$ cat config.mk
export PLATFORM = sky130hd
export DESIGN_NAME = imem_fetch_ctrl
export DESIGN_NICKNAME = d
export VERILOG_FILES = /design/src/rtl/imem_fetch_ctrl.sv
export SDC_FILE = /design/constraint.sdc
export NUM_CORES = 1
export LEC_CHECK = 0
export CAP_MARGIN = 0
export CORE_UTILIZATION = 42
export DETAILED_ROUTE_END_ITERATION = 7
export PLACE_DENSITY = 0.8
export SYNTH_ARGS = -nofsm -noshare
export SYNTH_HDL_FRONTEND = slang
export SYNTH_SLANG_ARGS = --single-unit
$ cat constraint.sdc
create_clock -name clk -period 3.4 [get_ports clk]
set_input_delay 0.34 -clock clk [delete_from_list [all_inputs] [get_ports clk]]
set_output_delay 0.34 -clock clk [all_outputs]
set_load 0.02 [all_outputs]
$ cat src/rtl/imem_fetch_ctrl.sv
// Instruction-fetch sequencer: owns the PC, drives the imem read address
// and loads the IF/ID register with stall, branch-flush and end-of-program halt.
module imem_fetch_ctrl #(
    parameter logic [31:0] RESET_PC = 32'd0,
    parameter logic [31:0] PC_MAX   = 32'd48,
    parameter logic [31:0] NOP      = 32'h00000013,
    parameter int          CNT_W    = 16
) (
    input  logic             clk,
    input  logic             reset,
    input  logic             start,
    input  logic             stall,
    input  logic             branch_taken,
    input  logic [31:0]      branch_target,
    output logic [31:0]      imem_addr,
    input  logic [31:0]      imem_instr,
    output logic [31:0]      ifid_pc,
    output logic [31:0]      ifid_instr,
    output logic             ifid_valid,
    output logic             halted,
    output logic [CNT_W-1:0] fetch_count
);

    localparam logic [1:0] S_IDLE = 2'd0;
    localparam logic [1:0] S_RUN  = 2'd1;
    localparam logic [1:0] S_HALT = 2'd2;

    localparam logic [CNT_W-1:0] CNT_ONE = {{(CNT_W-1){1'b0}}, 1'b1};

    logic [1:0]  state;
    logic [31:0] pc;
    logic [31:0] tgt;

    assign tgt       = branch_target & ~32'h3;
    assign imem_addr = pc;
    assign halted    = (state == S_HALT);

    always_ff @(posedge clk or posedge reset) begin
        if (reset) begin
            state       <= S_IDLE;
            pc          <= RESET_PC;
            ifid_pc     <= 32'd0;
            ifid_instr  <= NOP;
            ifid_valid  <= 1'b0;
            fetch_count <= '0;
        end else begin
            case (state)
                S_IDLE: begin
                    if (start)
                        state <= S_RUN;
                end
                S_RUN: begin
                    if (branch_taken) begin
                        pc         <= tgt;
                        ifid_pc    <= 32'd0;
                        ifid_instr <= NOP;
                        ifid_valid <= 1'b0;
                    end else if (stall) begin
                        state <= S_RUN;
                    end else if (pc > PC_MAX) begin
                        ifid_instr <= NOP;
                        ifid_valid <= 1'b0;
                        state      <= S_HALT;
                    end else begin
                        ifid_instr <= imem_instr;
                        ifid_pc    <= pc;
                        ifid_valid <= 1'b1;
                        pc         <= pc + 32'd4;
                        if (fetch_count != {CNT_W{1'b1}})
                            fetch_count <= fetch_count + CNT_ONE;
                    end
                end
                S_HALT: begin
                    // A late branch from an older instruction can revive fetch
                    if (branch_taken) begin
                        pc <= tgt;
                        if (tgt <= PC_MAX)
                            state <= S_RUN;
                    end else if (start) begin
                        pc          <= RESET_PC;
                        fetch_count <= '0;
                        state       <= S_RUN;
                    end
                end
                default: state <= S_IDLE;
            endcase
        end
    end

endmodule

==> out/results.txt <==
Clock transition at path regs -> 0.07 ns
max-slew violation count -> 0
endpoints failing setup -> 0
Cells after DPL -> 877
Post-synth ARST share -> 100.0%
final hold violation count -> 0
worst slew margin relative to its limit -> 39.08%
dpl hpwl -> 11,300 microns
Crit-path slowest cell -> o211ai_2
clock latency on the worst-skew pair -> 0.36 ns
Antenna Nets Post-Route -> 0
Clk Tree Root Cell -> clkbuf_16
core area -> 13,190 sq um
fmax -> 339.4 MHz
Finished Layout Cells -> 893
period utilisation layout -> 86.65%
register area share after synthesis -> 49.61%
Fin Setup TNS -> 0 ns
RSZ-0062 raised after global routing -> false
ANT cells -> 0
# port buffers -> 178
CTS H-tree lvls -> 3
largest net degree at the start of global routing -> 56
syn_area_per_cell -> 10.08 sq um
fill count -> 1,110
GRT Overall Usage -> 23.36%
proportion of layout cells with a drive suffix above 1 -> 5.858%
initial antenna violation count -> 0
Critical Path End Type -> register
CTS sink count -> 112
WP data required -> 3.67 ns
first-pass GRT wire length -> 26,150 microns
GRT overflow -> 0
Post-Route WL -> 16,410 microns
Die H -> 118.1 microns
via/cell ratio -> 5.997
run status -> completed
Pwr Total -> 0.005209 W
Main synth FF type -> dfrtp_1
Net count, final -> 788
Post-CTS Repair Setup Buffers -> 0
Die Wd -> 118.1 microns
pre-CTS WS -> 0.6159 ns
Power per Cell Area -> 666.0 nW/um^2
Pleak -> 3.159 nW
Hold Path Class -> in -> async
Row Count -> 42
CTS tree -> done
Worst-Margin Slew -> 0.9138 ns
max-cap violations -> 0
flops & latches, synth -> 112
Initial Util -> 42.89%
crit-path max FO -> 15
Post-CTS Resized -> 0
synthesis-to-layout area growth -> 38.27%
Wirelength per Cell -> 18.37 microns
Initial DRT Pass Iterations -> 5
RD Place Congestion -> 0.9400
worst-path cell chain -> nor4_1 -> nand4_1 -> o211ai_2 -> nand2_1 -> o2bb2ai_1
min Tclk post-route -> 2.946 ns
Multi-input gate area -> 2566 sq um
FF+latch area -> 2806 sq um
full die area -> 13,940 sq um
# DRC -> 0
max incr delay on CP -> 0.62 ns
kind of critical path -> reg -> reg
Cell Area, Synth -> 5657 sq um
Longest Clk Path Bufs -> 2
post-route cell area -> 7821 sq um
CTS buffer count -> 9
Syn. warnings -> 0
placed instance area -> 7517 sq um
initial drt markers -> 439
Final Skew -> 0.01119 ns
Top Ports -> 183
critical path arrival -> 3.22 ns
hold buffers post-CTS -> 0
fin worst setup slack -> 0.4541 ns
vias in the first global route -> 5,175
Peak VDD IR -> 414.9 uV
distinct cell type count after synthesis -> 53
EDFF count, synth -> 0
Worst Setup Start Kind -> register
vias -> 5,355
Mapped Cells -> 561
layout by cell type (no fill, tap or decap), drive strengths merged, types with 9 or more instances in the layout:
cell type        n
o31ai           24
a22o            42
nor4            22
nor3             9
nand4           10
o21ai           25
nand2           43
clkbuf          10
dfrtp          109
buf              9
nor2            17
a31oi           12
a21oi           16
clkdlybuf4s50  178
inv             20
o2bb2ai         15
o211ai          12
nand3           37
and2            29
cell families (layout without fill, tap and decap cells):
| logic type | after synthesis | count (layout) | synth area share, % |
|---|---|---|---|
| AND/OR/NAND/NOR | 196 | 196 | 19.38 |
| AO/OA/AOI/OAI | 179 | 179 | 23.78 |
| flip-flops | 112 | 112 | 49.61 |
| buffers and inverters | 64 | 219 | 5.220 |
| adder cells (fa/ha/maj) | 7 | 7 | 1.548 |
| multiplexers | 2 | 2 | 0.3981 |
| other | 1 | 2 | 0.06629 |
report_power, final:
group | leakage (nW) | switching (W) | internal, W | total, W
Combinational | 1.51 | 0.00126 | 0.000879 | 0.00214
Sequential | 1.50 | 0.000426 | 0.00154 | 0.00196
Clock | 0.146 | 0.000521 | 0.000586 | 0.00111
Yosys cell counts (all sizes together), types with 7 or more instances:
cell	n	area share (%)
dfrtp	109	48
nor4	22	3.3
buf	18	2.1
clkbuf	30	2.0
o21ai	25	2.2
ha	7	1.5
o211ai	12	1.7
o31ai	24	3.2
a22oi	8	1.1
nor2	17	1.1
a22o	42	6.5
a21oi	16	1.4
o2bb2ai	15	2.3
nand3	37	3.3
nand2	43	2.9
inv	16	1.1
a31oi	12	1.3
nor3	9	0.80
and2	29	3.2
nand4	10	1.1
metal layers:
metal	up-vias	global-route usage [%]	wire (microns)
li1	2423	-	-
met1	2658	30.79	7024
met2	242	38.13	8050
met3	32	4.700	996
met4	0	8.253	337
met5	-	0	0
registers in the layout (all words and copies together) (netlist names):
name	flops
ifid_instr	32
ifid_pc	31
imem_addr	30
fetch_count	16
state	2
ifid_valid	1
critical path: cells and delay by family (launching register included):
| kind | cells | cell delay, ns |
|---|---|---|
| and+or+nand+nor | 3 | 1.46 |
| AOI/OAI and AO/OA | 2 | 0.94 |
| DFF | 1 | 0.46 |
area by class of cell:
cell class | instances | area share [%]
Sequential cell | 112 | 35.88
Clock buffer | 10 | 2.928
Inverter | 16 | 0.7999
Tap cell | 176 | 2.816
Clock inverter | 6 | 0.9598
Multi-Input combinational cell | 386 | 32.81
Timing Repair Buffer | 187 | 23.80
final timing paths:
check | from | cells after the start | endpoint | slack [ns]
min in group clk | imem_instr[1] | 3 | ifid_instr[1]$_DFFE_PP1P_ | 0.48
max reg2reg | imem_addr[11]$_DFFE_PP0P_ | 5 | imem_addr[11]$_DFFE_PP0P_ | 0.45
max in group asynchronous | reset | 3 | imem_addr[27]$_DFFE_PP0P_ | 2.33
min reg2reg | ifid_valid$_DFFE_PP0P_ | 1 | ifid_valid$_DFFE_PP0P_ | 0.49
min | reset | 2 | ifid_pc[28]$_DFFE_PP0P_ | 0.23
max | imem_addr[11]$_DFFE_PP0P_ | 5 | imem_addr[11]$_DFFE_PP0P_ | 0.45
through the flow:
| stage | hold WS (ns) | util (%) |
|---|---|---|
| 4_1_cts | 0.2307 | 59.30 |
| 2_1_floorplan | 0.4285 | - |
| 5_1_grt | 0.2451 | 59.30 |
| 6_report | 0.2345 | 59.30 |
| 3_3_place_gp | 0.4649 | 56.99 |
| 3_5_place_dp | 0.4722 | 56.99 |
Note: power is estimated with default switching activity, not from simulation.
